===== config.mk =====
export PLATFORM = sky130hd
export DESIGN_NAME = eth_axis_rx_frame_filter_flat
export DESIGN_NICKNAME = d
export VERILOG_FILES = /design/src/rtl/eth_axis_rx_frame_filter_pkg.sv /design/src/rtl/eth_axis_rx_frame_filter_if.sv /design/src/rtl/eth_axis_rx_frame_filter_sat_counter.sv /design/src/rtl/eth_axis_rx_frame_filter.sv /design/src/flat_wrapper.sv
export SDC_FILE = /design/constraint.sdc
export NUM_CORES = 1
export LEC_CHECK = 0
export CAP_MARGIN = 20
export CELL_PAD_IN_SITES_DETAIL_PLACEMENT = 2
export CELL_PAD_IN_SITES_GLOBAL_PLACEMENT = 2
export CORE_AREA = 2 2 179 181
export DETAILED_ROUTE_END_ITERATION = 10
export DIE_AREA = 0 0 181 183
export DONT_BUFFER_PORTS = 1
export GPL_TIMING_DRIVEN = 0
export PLACE_DENSITY = 0.73
export SETUP_SLACK_MARGIN = 0.15
export SLEW_MARGIN = 20
export SYNTH_ARGS = -nofsm -noshare
export SYNTH_HDL_FRONTEND = slang
export SYNTH_SLANG_ARGS = --single-unit

===== constraint.sdc =====
create_clock -name clk -period 17.5 [get_ports clk]
set_clock_uncertainty 0.05 [all_clocks]
set_input_delay 2.625 -clock clk [delete_from_list [all_inputs] [get_ports clk]]
set_output_delay 2.625 -clock clk [all_outputs]
set_load 0.03 [all_outputs]

===== src/rtl/eth_axis_rx_frame_filter_pkg.sv =====
// Shared constants and types for the receive-side Ethernet frame filter.
package eth_axis_rx_frame_filter_pkg;

  localparam logic [47:0] ETH_BCAST_MAC      = 48'hFFFF_FFFF_FFFF;
  localparam int unsigned ETH_HDR_BYTES      = 14;
  localparam logic [15:0] ETH_TYPE_FPGA_LINK = 16'h88B5;

  typedef enum logic [1:0] {
    StHead,
    StPass,
    StDrop
  } filter_state_t;

  // EtherType travels big-endian: byte 12 is the high byte.
  function automatic logic [15:0] eth_type_of(input logic [127:0] beat);
    return {beat[103:96], beat[111:104]};
  endfunction

endpackage


===== src/rtl/eth_axis_rx_frame_filter_if.sv =====
// AXI4-Stream bundle used on both sides of the frame filter.
interface eth_axis_rx_frame_filter_if #(
  parameter int unsigned DATA_WIDTH = 128,
  parameter int unsigned KEEP_WIDTH = DATA_WIDTH / 8
);
  logic [DATA_WIDTH-1:0] tdata;
  logic [KEEP_WIDTH-1:0] tkeep;
  logic                  tvalid;
  logic                  tready;
  logic                  tlast;

  modport master (output tdata, tkeep, tvalid, tlast, input tready);
  modport slave  (input tdata, tkeep, tvalid, tlast, output tready);
endinterface


===== src/rtl/eth_axis_rx_frame_filter_sat_counter.sv =====
// Saturating event counter with synchronous clear taking priority over increment.
module eth_axis_rx_frame_filter_sat_counter #(
  parameter int unsigned Width = 32
) (
  input  logic             clk,
  input  logic             rst,
  input  logic             inc,
  input  logic             clr,
  output logic [Width-1:0] count
);

  logic [Width-1:0] count_q;
  logic [Width-1:0] count_d;

  always_comb begin
    count_d = count_q;
    if (clr) begin
      count_d = '0;
    end else if (inc && !(&count_q)) begin
      count_d = count_q + 1'b1;
    end
  end

  always_ff @(posedge clk or posedge rst) begin
    if (rst) begin
      count_q <= '0;
    end else begin
      count_q <= count_d;
    end
  end

  assign count = count_q;

endmodule


===== src/rtl/eth_axis_rx_frame_filter.sv =====
// Per-frame forward/drop filter on station MAC and EtherType, decided from beat 0,
// with one output register stage and saturating pass/drop/runt statistics.
module eth_axis_rx_frame_filter
  import eth_axis_rx_frame_filter_pkg::*;
#(
  parameter int unsigned DATA_WIDTH = 128,
  parameter int unsigned KEEP_WIDTH = DATA_WIDTH / 8,
  parameter int unsigned CNT_WIDTH  = 32
) (
  input  logic                   clk,
  input  logic                   rst,
  eth_axis_rx_frame_filter_if.slave  s_axis,
  eth_axis_rx_frame_filter_if.master m_axis,
  input  logic                   cfg_enable,
  input  logic [47:0]            cfg_mac,
  input  logic [15:0]            cfg_ethertype,
  input  logic                   cfg_accept_bcast,
  input  logic                   cnt_clear,
  output logic [CNT_WIDTH-1:0]   cnt_pass,
  output logic [CNT_WIDTH-1:0]   cnt_drop,
  output logic [CNT_WIDTH-1:0]   cnt_runt
);

  filter_state_t         state_q;
  logic [DATA_WIDTH-1:0] m_data_q;
  logic [KEEP_WIDTH-1:0] m_keep_q;
  logic                  m_valid_q;
  logic                  m_last_q;

  logic        in_hs;
  logic        out_hs;
  logic [47:0] dst_mac;
  logic [15:0] eth_type;
  logic        hdr_ok;
  logic        is_runt;
  logic        dst_ok;
  logic        is_match;
  logic        fwd_beat;
  logic        head_hs;

  // DROP never feeds the output register, so it can always sink beats.
  assign s_axis.tready = (state_q == StDrop) || !m_valid_q || m_axis.tready;
  assign in_hs         = s_axis.tvalid && s_axis.tready;
  assign out_hs        = m_valid_q && m_axis.tready;
  assign head_hs       = in_hs && (state_q == StHead);

  always_comb begin
    dst_mac  = s_axis.tdata[47:0];
    eth_type = eth_type_of(s_axis.tdata);
    hdr_ok   = &s_axis.tkeep[ETH_HDR_BYTES-1:0];
    is_runt  = !hdr_ok || (s_axis.tlast && !s_axis.tkeep[ETH_HDR_BYTES-1]);
    dst_ok   = (dst_mac == cfg_mac) || (cfg_accept_bcast && (dst_mac == ETH_BCAST_MAC));
    is_match = !cfg_enable || (dst_ok && (eth_type == cfg_ethertype));
    fwd_beat = in_hs && ((state_q == StPass) || ((state_q == StHead) && !is_runt && is_match));
  end

  always_ff @(posedge clk or posedge rst) begin
    if (rst) begin
      state_q   <= StHead;
      m_data_q  <= '0;
      m_keep_q  <= '0;
      m_valid_q <= 1'b0;
      m_last_q  <= 1'b0;
    end else begin
      if (in_hs) begin
        unique case (state_q)
          StHead: begin
            // A single-beat frame is fully handled here and never leaves HEAD.
            if (!s_axis.tlast) begin
              state_q <= (!is_runt && is_match) ? StPass : StDrop;
            end
          end
          StPass, StDrop: begin
            if (s_axis.tlast) begin
              state_q <= StHead;
            end
          end
          default: state_q <= StHead;
        endcase
      end

      if (fwd_beat) begin
        m_data_q  <= s_axis.tdata;
        m_keep_q  <= s_axis.tkeep;
        m_last_q  <= s_axis.tlast;
        m_valid_q <= 1'b1;
      end else if (out_hs) begin
        m_valid_q <= 1'b0;
      end
    end
  end

  assign m_axis.tdata  = m_data_q;
  assign m_axis.tkeep  = m_keep_q;
  assign m_axis.tvalid = m_valid_q;
  assign m_axis.tlast  = m_last_q;

  eth_axis_rx_frame_filter_sat_counter #(
    .Width (CNT_WIDTH)
  ) u_cnt_pass (
    .clk   (clk),
    .rst   (rst),
    .inc   (out_hs && m_last_q),
    .clr   (cnt_clear),
    .count (cnt_pass)
  );

  eth_axis_rx_frame_filter_sat_counter #(
    .Width (CNT_WIDTH)
  ) u_cnt_drop (
    .clk   (clk),
    .rst   (rst),
    .inc   (head_hs && !is_runt && !is_match),
    .clr   (cnt_clear),
    .count (cnt_drop)
  );

  eth_axis_rx_frame_filter_sat_counter #(
    .Width (CNT_WIDTH)
  ) u_cnt_runt (
    .clk   (clk),
    .rst   (rst),
    .inc   (head_hs && is_runt),
    .clr   (cnt_clear),
    .count (cnt_runt)
  );

endmodule


===== src/flat_wrapper.sv =====
// flat-port wrapper written by rule: the top's interface ports become plain ports
module eth_axis_rx_frame_filter_flat import eth_axis_rx_frame_filter_pkg::*;
#(
  parameter int unsigned DATA_WIDTH = 128,
  parameter int unsigned KEEP_WIDTH = DATA_WIDTH / 8,
  parameter int unsigned CNT_WIDTH  = 32
)
  (clk, rst, cfg_enable, cfg_mac, cfg_ethertype, cfg_accept_bcast, cnt_clear, cnt_pass, cnt_drop, cnt_runt, s_axis_tdata, s_axis_tkeep, s_axis_tvalid, s_axis_tlast, s_axis_tready, m_axis_tdata, m_axis_tkeep, m_axis_tvalid, m_axis_tlast, m_axis_tready);
  eth_axis_rx_frame_filter_if #(.DATA_WIDTH(DATA_WIDTH), .KEEP_WIDTH(KEEP_WIDTH)) s_axis_i ();
  eth_axis_rx_frame_filter_if #(.DATA_WIDTH(DATA_WIDTH), .KEEP_WIDTH(KEEP_WIDTH)) m_axis_i ();
  input  logic clk;
  input  logic rst;
  input  logic cfg_enable;
  input  logic [47:0] cfg_mac;
  input  logic [15:0] cfg_ethertype;
  input  logic cfg_accept_bcast;
  input  logic cnt_clear;
  output logic [CNT_WIDTH-1:0] cnt_pass;
  output logic [CNT_WIDTH-1:0] cnt_drop;
  output logic [CNT_WIDTH-1:0] cnt_runt;
  input wire logic [$bits(s_axis_i.tdata)-1:0] s_axis_tdata;
  input wire logic [$bits(s_axis_i.tkeep)-1:0] s_axis_tkeep;
  input wire logic [$bits(s_axis_i.tvalid)-1:0] s_axis_tvalid;
  input wire logic [$bits(s_axis_i.tlast)-1:0] s_axis_tlast;
  output wire logic [$bits(s_axis_i.tready)-1:0] s_axis_tready;
  output wire logic [$bits(m_axis_i.tdata)-1:0] m_axis_tdata;
  output wire logic [$bits(m_axis_i.tkeep)-1:0] m_axis_tkeep;
  output wire logic [$bits(m_axis_i.tvalid)-1:0] m_axis_tvalid;
  output wire logic [$bits(m_axis_i.tlast)-1:0] m_axis_tlast;
  input wire logic [$bits(m_axis_i.tready)-1:0] m_axis_tready;
  assign s_axis_i.tdata = s_axis_tdata;
  assign s_axis_i.tkeep = s_axis_tkeep;
  assign s_axis_i.tvalid = s_axis_tvalid;
  assign s_axis_i.tlast = s_axis_tlast;
  assign s_axis_tready = s_axis_i.tready;
  assign m_axis_tdata = m_axis_i.tdata;
  assign m_axis_tkeep = m_axis_i.tkeep;
  assign m_axis_tvalid = m_axis_i.tvalid;
  assign m_axis_tlast = m_axis_i.tlast;
  assign m_axis_i.tready = m_axis_tready;
  eth_axis_rx_frame_filter #(.DATA_WIDTH(DATA_WIDTH), .KEEP_WIDTH(KEEP_WIDTH), .CNT_WIDTH(CNT_WIDTH)) u_core (.clk(clk), .rst(rst), .s_axis(s_axis_i), .m_axis(m_axis_i), .cfg_enable(cfg_enable), .cfg_mac(cfg_mac), .cfg_ethertype(cfg_ethertype), .cfg_accept_bcast(cfg_accept_bcast), .cnt_clear(cnt_clear), .cnt_pass(cnt_pass), .cnt_drop(cnt_drop), .cnt_runt(cnt_runt));
endmodule

==> results of run 1 <==
## worst min-delay path, stage by stage, from the launching register on
cell and delay, ns:
dfrtp_1 0.40, nand2_1 0.06, o21ai_0 0.08, a31o_2 0.11
## placed cells by master, fill, tap and decap left out, drive strengths merged, types with 6 or more instances in the layout
| cell | Yosys | final |
|---|---|---|
| dfrtp | 244 | 244 |
| mux2 | 150 | 150 |
| xnor2 | 82 | 82 |
| nor2 | 71 | 71 |
| nand4 | 58 | 58 |
| clkbuf | 16 | 51 |
| nand2 | 44 | 44 |
| nand3 | 42 | 42 |
| a21oi | 36 | 36 |
| xor2 | 35 | 35 |
| o21ai | 30 | 30 |
| or3 | 27 | 27 |
| buf | 23 | 25 |
| and3 | 17 | 17 |
| inv | 13 | 14 |
| nor3 | 12 | 12 |
| and4 | 12 | 12 |
| nor4 | 10 | 10 |
| o31ai | 8 | 8 |
| clkinv | 0 | 8 |
| or4 | 7 | 7 |
| nor2b | 6 | 6 |
| ha | 6 | 6 |
## cell families after synthesis
kind of cell    Yosys count  synth area share
simple gates            317             0.147
flops                   244             0.529
mux                     152             0.148
xor+xnor                117            0.0888
compound gates           90            0.0515
buf+inv                  52            0.0284
fa+ha+maj                 6           0.00651
## flip-flops by register name, summed over array words and instances, names as in the netlist
name / flops
u_core.m_axis.tdata: 128
u_core.u_cnt_drop.count: 32
u_core.m_axis.tkeep: 16
u_core.u_cnt_pass.count: 32
u_core.u_cnt_runt.count: 32
u_core.m_axis.tlast: 1
u_core.m_axis.tvalid: 1
u_core.state_q: 2
## worst max-delay path by stage
stage	from	end	slack, ns	cells after the start
4_1_cts	m_axis_tready	s_axis_tready	11.64	1
3_3_place_gp	rst	u_core.u_cnt_runt.count[28]	5.07	1
5_1_grt	m_axis_tready	s_axis_tready	11.62	1
3_5_place_dp	m_axis_tready	s_axis_tready	11.63	1
2_1_floorplan	rst	u_core.m_axis.tdata[0]	8.12	1
6_report	m_axis_tready	s_axis_tready	11.63	1
## stage by stage
| step | utilization | setup WS [ns] | hold slack (ns) |
|---|---|---|---|
| after global placement | 0.385 | 5.07 | 0.548 |
| after global routing | 0.420 | 11.62 | 0.662 |
| after floorplan | - | 8.12 | 0.518 |
| after CTS | 0.420 | 11.64 | 0.637 |
| after detailed placement | 0.387 | 11.63 | 0.619 |
| final | 0.420 | 11.63 | 0.626 |
## Yosys cell counts (2+ instances only)
cell / n
a2111oi_4: 2
a21oi_1: 35
a31o_2: 2
and2_1: 5
and3_1: 17
and4_1: 12
buf_2: 3
buf_4: 10
buf_6: 3
buf_8: 6
clkbuf_1: 15
dfrtp_1: 244
ha_1: 6
inv_1: 13
mux2_1: 27
mux2_2: 123
mux2i_1: 2
nand2_1: 44
nand3_1: 42
nand4_1: 58
nor2_1: 71
nor2b_1: 6
nor3_1: 12
nor4_1: 9
o21ai_0: 29
o31ai_1: 7
or3_1: 27
or4_1: 6
xnor2_1: 82
xor2_1: 35
## area by class of cell
class	count	share of cell area
Sequential cell	244	0.466
Clock buffer	35	0.0593
Multi-Input combinational cell	682	0.389
Timing Repair Buffer	2	0.00420
Inverter	13	0.00429
Buffer	39	0.0213
Antenna cell	3	0.000572
Tap cell	402	0.0384
Clock inverter	17	0.0175
## power breakdown
group | switching (mW) | total, mW | internal [mW]
Clock | 0.251 | 0.641 | 0.390
Combinational | 0.0808 | 0.212 | 0.132
Sequential | 0.524 | 1.25 | 0.731
## metal layers
layer	vias to the layer above	routed length [µm]	GRT usage
li1	3565	-	-
met1	4269	14600	0.262
met2	304	21100	0.436
met3	59	4610	0.113
met4	0	1350	0.0852
met5	-	0	0
==> reports/metrics.csv, run 1 <==
metric,value,unit
GR Overflow Total,0,
Worst path slowest cell,or3b_1,
IO buf count,0,
area occupied by multi-input gates,0.00510,mm²
worst reg2reg path depth,7,
initial antenna violation count,3,
Mapped Avg Cell Area,11.8,µm²
core area,0.0312,mm²
Final min period,5.87,ns
register area share after synthesis,0.529,
power per cell area,161,mW/mm²
drt drc,0,
top_reg_cell synth,dfrtp_1,
Initial Util,0.369,
global-route wire length before repair,62.0,mm
normalized max-slew margin,0.342,
Root Driver,clkbuf_16,
Die Wd,181,µm
aggregate routed wire length,41.7,mm
cts hold-fix bufs,0,
wire per inst,29.0,µm
Tightest Pin Transition,0.981,ns
Placement Cell Area,0.0121,mm²
crit share post-route,0.336,
Nets,1233,
Post-CTS Setup Bufs,0,
Async SR Flop Fraction,1.00,
Worst Hold Class,reg2reg,
post-route cell area,0.0131,mm²
clock sink count,244,
# resized after CTS,0,
CP bufs+invs,0,
Worst R2R End,u_core.u_cnt_runt.count[24],
RSZ-0062 raised after global routing,false,
io pins,459,
Slowest Stage Delay on Critical Path,0.57,ns
layout cell share with drive strength beyond 1,0.205,
CP max FO,3,
Post-synth EDFFs,0,
launching point of the worst reg2reg path,u_core.m_axis.tvalid,
Seq cells post-synth,244,
worst skew pair latency,0.54,ns
run status,"finished, final reports clean",
GRT Util Overall,0.247,
num rows,65,
FF-to-FF setup slack,14.29,ns
Final Non-Filler Cells,1437,
hpwl dp,32.1,mm
setup TNS,0,ns
via total after detailed routing,8197,
Netlist cell types,55,
"area leader, netlist",dfrtp_1,
number of fill cells in the layout,3200,
largest net degree at the start of global routing,100,
critical path class,in2out,
H-tree levels,1,
leakage power,5.45,nW
Final Max Tran Viols,0,
Final Hold Fails,0,
CP Cell Sequence,or3b_1,
Register Area,0.00611,mm²
synth warn,0,
Mapped Area,0.0115,mm²
DP Cell Count,1382,
Critical Path RT,14.83,ns
max_cap viols,0,
element type at the critical path end,output port,
die area,0.0331,mm²
fmax,170,MHz
hold endpoint,u_core.state_q[0],
cell family with most CP delay,simple AND/OR/NAND/NOR gates,
top cell type's share of synthesized area,0.529,
Post-Syn Instances,978,
Worst Hold Depth,3,
CTS max path bufs,3,
VDD IR max,0.0992,mV
Total Power,2.11,mW
antenna-violating nets left,0,
Die Y,183,µm
HP Start,u_core.state_q[0],
Final setup viols,0,
"Clk pin slew, worst setup/hold paths",0.06,ns
number of global-route vias before repair,9377,
via/cell ratio,5.70,
TritonCTS Buffers,29,
DR iter-0 viols,296,
main area contributors after synthesis,"dfrtp_1, mux2_2, xnor2_1",
CP Launch Type,primary input,
syn nets,1200,
CTS tree,yes,
router iterations before antenna repair,4,
WP data arrival,3.20,ns
synthesis-to-layout area growth,13.7,%
RD Place Congestion,0.885,
No activity file was read; power rests on OpenSTA's default activity.
==> inputs of run 2 (changes only) <==
- CORE_AREA: 2 2 179 181 -> default
- CORE_MARGIN: default -> 2
- CORE_UTILIZATION: default -> 35
- DIE_AREA: 0 0 181 183 -> default
- PLACE_DENSITY: 0.73 -> 0.72
- clock period: 17.5 -> 5.1 ns (I/O delays scaled with it)
==> run 2 against run 1 <==
- setup slack got worse by 9.9 ns
- sequential power increased to 3.4 times the previous value
- hold slack got worse by 0.34 ns
- critical path depth increased by 9
- highest routed layer unchanged
==> reports/metrics.csv, run 2 (synthesized netlist as in run 1, its figures left out) <==
metric,value,unit,change
Final setup viols,0,,unchanged
Flop pwr share,0.578,,was 0.595
Worst Setup EP,u_core.m_axis.tdata[78],,was s_axis_tready
RD Place Congestion,0.938,,was 0.885
Worst Hold Class,in2reg,,was reg2reg
Worst Setup SP,s_axis_tdata[110],,was m_axis_tready
Die Y,186,µm,was 183 µm
run status,"finished, final reports clean",,unchanged
Largest register FFs,128,,unchanged
DP Worst Slack,1.06,ns,was 11.63 ns
Worst path slowest cell,nor4_1,,was or3b_1
CTS max path bufs,3,,unchanged
max_cap viols,0,,unchanged
CP max FO,10,,was 3
cell family with most CP delay,simple AND/OR/NAND/NOR gates,,unchanged
net switching fraction of the power,0.396,,was 0.406
via/cell ratio,5.57,,was 5.70
H-tree levels,1,,unchanged
fmax,301,MHz,
Worst R2R End,u_core.u_cnt_runt.count[24],,unchanged
Crit path depth,10,,was 1
Logic pwr share,0.100,,was 0.101
Critical Path Most Common Cell,buf_8,,
area occupied by multi-input gates,0.00510,mm²,unchanged
core area,0.0325,mm²,was 0.0312 mm²
normalized max-slew margin,0.318,,was 0.342
num rows,66,,was 65
launching point of the worst reg2reg path,u_core.m_axis.tvalid,,unchanged
synthesis-to-layout area growth,16.3,%,was 13.7%
Total Power,7.42,mW,was 2.11 mW
number of global-route vias before repair,9129,,was 9377
DR iter-0 viols,261,,was 296
Final Max Tran Viols,0,,unchanged
Root Driver,clkbuf_16,,unchanged
die area,0.0344,mm²,was 0.0331 mm²
critical path class,in2reg,,was in2out
worst reg2reg path depth,7,,unchanged
GR Overflow Total,0,,unchanged
initial antenna violation count,8,,was 3
crit share post-route,0.652,,
power per cell area,553,mW/mm²,was 161 mW/mm²
Tightest Pin Transition,1.01,ns,was 0.981 ns
Register Area,0.00611,mm²,unchanged
Post-CTS Setup Bufs,0,,unchanged
CP Launch Type,primary input,,unchanged
aggregate routed wire length,40.8,mm,was 41.7 mm
WP data arrival,3.72,ns,was 3.20 ns
number of fill cells in the layout,3374,,was 3200
TritonCTS Buffers,29,,unchanged
CP Cell Sequence,xnor2_1 -> nand4_1 -> nor4_1 -> inv_1 -> o21ai_2 -> a22o_1 -> buf_4 -> buf_8 -> buf_8 -> mux2_2,,was or3b_1
hpwl dp,31.5,mm,was 32.1 mm
# resized after CTS,0,,unchanged
Initial Util,0.355,,was 0.369
RSZ-0062 raised after global routing,false,,unchanged
Slowest Stage Delay on Critical Path,0.86,ns,was 0.57 ns
via total after detailed routing,8296,,was 8197
Critical Path RT,5.49,ns,was 14.83 ns
WHS,0.282,ns,was 0.626 ns
largest net degree at the start of global routing,34,,was 100
element type at the critical path end,register,,was output port
GRT Util Overall,0.232,,was 0.247
setup TNS,0,ns,unchanged
worst skew pair latency,0.55,ns,was 0.54 ns
most frequent cells in the layout,"dfrtp_1, mux2_2, xnor2_1",,unchanged
final worst slack,1.77,ns,was 11.63 ns
Die Wd,186,µm,was 181 µm
Final min period,3.33,ns,
"commonest non-fill, non-tap cell in the layout",dfrtp_1,,unchanged
VDD IR max,0.378,mV,was 0.0992 mV
antenna-violating nets left,0,,unchanged
router iterations before antenna repair,4,,unchanged
Nets,1241,,was 1233
drt drc,0,,unchanged
clock share of power,0.322,,was 0.304
Final Hold Fails,0,,unchanged
FF-to-FF setup slack,1.96,ns,was 14.29 ns
layout cell share with drive strength beyond 1,0.213,,was 0.205
leakage power,5.56,nW,was 5.45 nW
wire per inst,27.4,µm,was 29.0 µm
CP bufs+invs,4,,was 0
"Clk pin slew, worst setup/hold paths",0.07,ns,was 0.06 ns
IO buf count,0,,unchanged
Sw Pwr,2.94,mW,was 0.855 mW
io pins,459,,unchanged
final core occ,0.412,,was 0.420
global-route wire length before repair,59.8,mm,was 62.0 mm
clock sink count,244,,unchanged
P_int,4.48,mW,was 1.25 mW
CTS tree,yes,,unchanged
run 2: changes by cell type in the layout (fill, tap and decap cells not counted), sizes merged:
cell,change
clkinv,-3
buf,+7
clkinvlp,+1
dlygate4sd3,+1
bufinv,+2
inv,-2
diode,+3
clkbuf,+3
run 2: power groups by stage:
stage | Sequential, mW | Clock, mW | Combinational [mW]
floorplan | 4.04 | 0 | 0.607
global placement | 4.30 | 0 | 0.672
detailed placement | 4.31 | 0 | 0.746
CTS | 4.30 | 2.44 | 0.758
global route | 4.36 | 2.50 | 0.828
finish | 4.29 | 2.39 | 0.745
run 2: worst min-delay path by stage:
stage | startpoint | endpoint | slack, ns | depth (start not counted)
floorplan | u_core.state_q[1] | u_core.state_q[1] | 0.52 | 3
global placement | u_core.state_q[1] | u_core.state_q[1] | 0.56 | 3
detailed placement | rst | u_core.m_axis.tdata[116] | 0.56 | 1
CTS | s_axis_tdata[50] | u_core.m_axis.tdata[50] | 0.25 | 1
global route | s_axis_tdata[44] | u_core.m_axis.tdata[44] | 0.26 | 1
finish | s_axis_tdata[50] | u_core.m_axis.tdata[50] | 0.28 | 1
run 2: final cells by class:
type                            count  area share
Multi-Input combinational cell    682       0.380
Sequential cell                   244       0.455
Inverter                           13     0.00392
Clock buffer                       38      0.0626
Buffer                             39      0.0208
Clock inverter                     15      0.0198
Antenna cell                        6     0.00112
Timing Repair Buffer               10      0.0153
Tap cell                          442      0.0412
run 2: what timing repair did:
item / 4_1_cts / 5_1_grt
hold buffers: 1 / 0
setup endpoints to repair: 0 / 0
endpoints found under the hold margin: 7 / 0
run 2: worst reg2reg max path, cell delays in order (launching register included):
cell	delay (ns)
dfrtp_1	0.54
or3b_1	0.50
nand3_1	0.26
or2_2	0.36
a211oi_1	0.79
nand3_1	0.19
xnor2_1	0.17
nor2b_1	0.15
run 2: per-stage QoR:
step | std cells | area (µm²)
after floorplan | 978 | 11500
after global placement | 1420 | 12100
after detailed placement | 1429 | 12300
after CTS | 1483 | 13400
after global routing | 1488 | 13400
final | 1489 | 13400
run 2: layer usage:
| layer | global-route usage | share of wire | vias up |
|---|---|---|---|
| li1 | - | - | 3586 |
| met1 | 0.261 | 0.37 | 4324 |
| met2 | 0.397 | 0.51 | 326 |
| met3 | 0.101 | 0.10 | 60 |
| met4 | 0.0702 | 0.024 | 0 |
| met5 | 0 | 0 | - |
==> inputs of run 3 (changes only) <==
- ABC_AREA: default -> 1
- PLACE_DENSITY: 0.72 -> 0.77
- clock period: 5.1 -> 3.1 ns (I/O delays scaled with it)
==> run 3 against run 2 <==
- global-route usage is 12 points higher
- count of clock-buffer cells in the layout increased by 2
- via count increased by 67%
- critical path depth is 1 lower
- routed wire length grew 67%
- non-clock buffer count rose by 178
- area after synthesis rose by 14%
- core utilization increased by 3.8 points
- critical path type is now reg2reg
- largest power group unchanged
- highest routed layer unchanged
==> reports/metrics.csv, run 3 <==
metric,value,unit,change
run status,"finished, final reports clean",,unchanged
element type at the critical path end,register,,unchanged
fmax,360,MHz,
layout cell share with drive strength beyond 1,0.0660,,was 0.213
Placement Cell Area,0.0139,mm²,was 0.0123 mm²
via total after detailed routing,13900,,was 8296
most frequent cells in the layout,"nand2_1, dfrtp_1, nand3_1",,"was dfrtp_1, mux2_2, xnor2_1"
Async SR Flop Fraction,1.00,,unchanged
largest net degree at the start of global routing,33,,was 34
GRT Util Overall,0.348,,was 0.232
initial antenna violation count,4,,was 8
worst skew pair latency,0.59,ns,was 0.55 ns
Netlist cell types,40,,was 55
Final Hold Fails,0,,unchanged
max_cap viols,0,,unchanged
power per cell area,725,mW/mm²,was 553 mW/mm²
leakage power,7.66,nW,was 5.56 nW
Total Power,12.0,mW,was 7.42 mW
Final min period,2.78,ns,
number of global-route vias before repair,16100,,was 9129
setup TNS,0,ns,unchanged
Post-Syn Instances,1742,,was 978
syn nets,1964,,was 1200
VDD IR max,0.511,mV,was 0.378 mV
Post-synth EDFFs,0,,unchanged
WP data arrival,3.25,ns,was 3.72 ns
top cell type's share of synthesized area,0.465,,was 0.529
"Clk pin slew, worst setup/hold paths",0.07,ns,about the same
hpwl dp,44.0,mm,was 31.5 mm
"area leader, netlist",dfrtp_1,,unchanged
register area share after synthesis,0.465,,was 0.529
Seq cells post-synth,244,,unchanged
Root Driver,clkbuf_16,,unchanged
Mapped Avg Cell Area,7.54,µm²,was 11.8 µm²
GR Overflow Total,0,,unchanged
Tightest Pin Transition,0.773,ns,was 1.01 ns
Worst Setup EP,u_core.m_axis.tdata[9],,was u_core.m_axis.tdata[78]
clock sink count,244,,unchanged
CP max FO,10,,unchanged
Worst Hold Depth,3,,was 1
post-route cell area,0.0165,mm²,was 0.0134 mm²
Nets,2153,,was 1241
normalized max-slew margin,0.485,,was 0.318
Die Wd,198,µm,was 186 µm
cell with the most instances after synthesis,nand2_1,,was dfrtp_1
launching point of the worst reg2reg path,u_core.m_axis.tvalid,,unchanged
critical path class,reg2reg,,was in2reg
RSZ-0062 raised after global routing,false,,unchanged
Worst R2R End,u_core.m_axis.tdata[9],,was u_core.u_cnt_runt.count[24]
crit share post-route,0.896,,
wire per inst,28.0,µm,was 27.4 µm
Critical Path RT,3.57,ns,was 5.49 ns
drt drc,0,,unchanged
num rows,70,,was 66
CP Launch Type,register,,was primary input
worst reg2reg path depth,9,,was 7
Post-synth top cells,"nand2_1, dfrtp_1, nand3_1",,"was dfrtp_1, mux2_2, xnor2_1"
router iterations before antenna repair,5,,was 4
FF-to-FF setup slack,0.32,ns,was 1.96 ns
aggregate routed wire length,68.0,mm,was 40.8 mm
IO buf count,0,,unchanged
Worst Setup SP,u_core.m_axis.tvalid,,was s_axis_tdata[110]
synthesis-to-layout area growth,26.0,%,was 16.3%
via/cell ratio,5.71,,was 5.57
Final setup viols,0,,unchanged
Largest register FFs,128,,unchanged
Mapped Area,0.0131,mm²,was 0.0115 mm²
main area contributors after synthesis,"dfrtp_1, nand2_1, nand3_1",,"was dfrtp_1, mux2_2, xnor2_1"
core area,0.0368,mm²,was 0.0325 mm²
CTS max path bufs,3,,unchanged
H-tree levels,1,,unchanged
die area,0.0391,mm²,was 0.0344 mm²
synth warn,0,,unchanged
antenna-violating nets left,0,,unchanged
Final Max Tran Viols,0,,unchanged
Initial Util,0.357,,was 0.355
TritonCTS Buffers,31,,was 29
RD Place Congestion,0.951,,was 0.938
Die Y,198,µm,was 186 µm
"commonest non-fill, non-tap cell in the layout",nand2_1,,was dfrtp_1
Worst Hold Class,in2reg,,unchanged
CTS tree,yes,,unchanged
global-route wire length before repair,102,mm,was 59.8 mm
DR iter-0 viols,705,,was 261
top_reg_cell synth,dfrtp_1,,unchanged
io pins,459,,unchanged
==> run 3: cell count changes after synthesis, sizes merged, moves of 53 or more <==
cell | before | now
nand2 | 44 | 612
nand3 | 42 | 221
mux2 | 150 | 0
inv | 13 | 128
nor2 | 71 | 140
nor3 | 12 | 65
==> run 3: cell type report <==
type	instances	area [µm²]
fillers	4183	20200
multi-input cells	1299	6120
flip-flops and latches	244	6110
repair buffers	156	1670
clock buffers	40	850
well taps	468	586
inverters	128	484
plain buffers	71	444
clock inverters	18	279
diodes	6	15.0
==> run 3: kinds of logic (layout without fill, tap and decap cells) <==
kind of cell | after synthesis | in the layout | share of synthesized area
simple gates | 1106 | 1106 | 0.359
flops | 244 | 244 | 0.465
buf+inv | 199 | 413 | 0.0702
compound gates | 104 | 104 | 0.0448
xor+xnor | 83 | 83 | 0.0553
fa+ha+maj | 6 | 6 | 0.00571
other cells | 0 | 6 | 0
==> run 3: worst min path at each step <==
stage                      start                          to  slack, ns
6_report            s_axis_tlast           u_core.state_q[0]       0.13
3_5_place_dp                 rst  u_core.u_cnt_pass.count[0]       0.34
5_1_grt             s_axis_tlast           u_core.state_q[0]       0.17
4_1_cts             s_axis_tlast           u_core.state_q[0]       0.10
2_1_floorplan  u_core.state_q[1]           u_core.state_q[1]       0.52
3_3_place_gp    s_axis_tdata[79]     u_core.m_axis.tdata[79]       0.53
==> run 3: power by group <==
group | switching (mW) | internal [mW]
Clock | 1.59 | 2.51
Combinational | 0.923 | 0.623
Sequential | 2.47 | 3.89
==> run 3: worst max-delay path: stages (launching register included) <==
cell and delay [ns]:
dfrtp_1 0.64, inv_1 0.12, or3_4 0.42, nand2_1 0.13, inv_1 0.07, nand2_1 0.16
buf_2 0.30, buf_1 0.46, nand3_1 0.18, nand2_1 0.19
==> run 3: what timing repair did <==
action | 4_1_cts | 5_1_grt
setup endpoints to repair | 10 | 120
setup buffers | 0 | 0
endpoints found under the hold margin | 158 | 0
gates resized for setup | 1 | 3
hold buffers | 147 | 0
==> run 3: through the flow <==
step | util | worst slack, ns | hold WS, ns | std cells
finish | 0.450 | 0.322 | 0.134 | 2430
floorplan | - | -0.619 | 0.517 | 1742
detailed placement | 0.378 | 0.00196 | 0.336 | 2219
global route | 0.450 | 0.158 | 0.171 | 2429
CTS | 0.449 | 0.183 | 0.103 | 2424
global placement | 0.373 | -2.32 | 0.527 | 2210
==> run 3: routing by layer <==
metal | vias to the layer above | global-route usage | part of all wire
met2 | 617 | 0.609 | 0.50
met3 | 233 | 0.105 | 0.082
met5 | - | 0 | 0
met1 | 7003 | 0.369 | 0.36
met4 | 0 | 0.206 | 0.064
li1 | 6031 | - | -
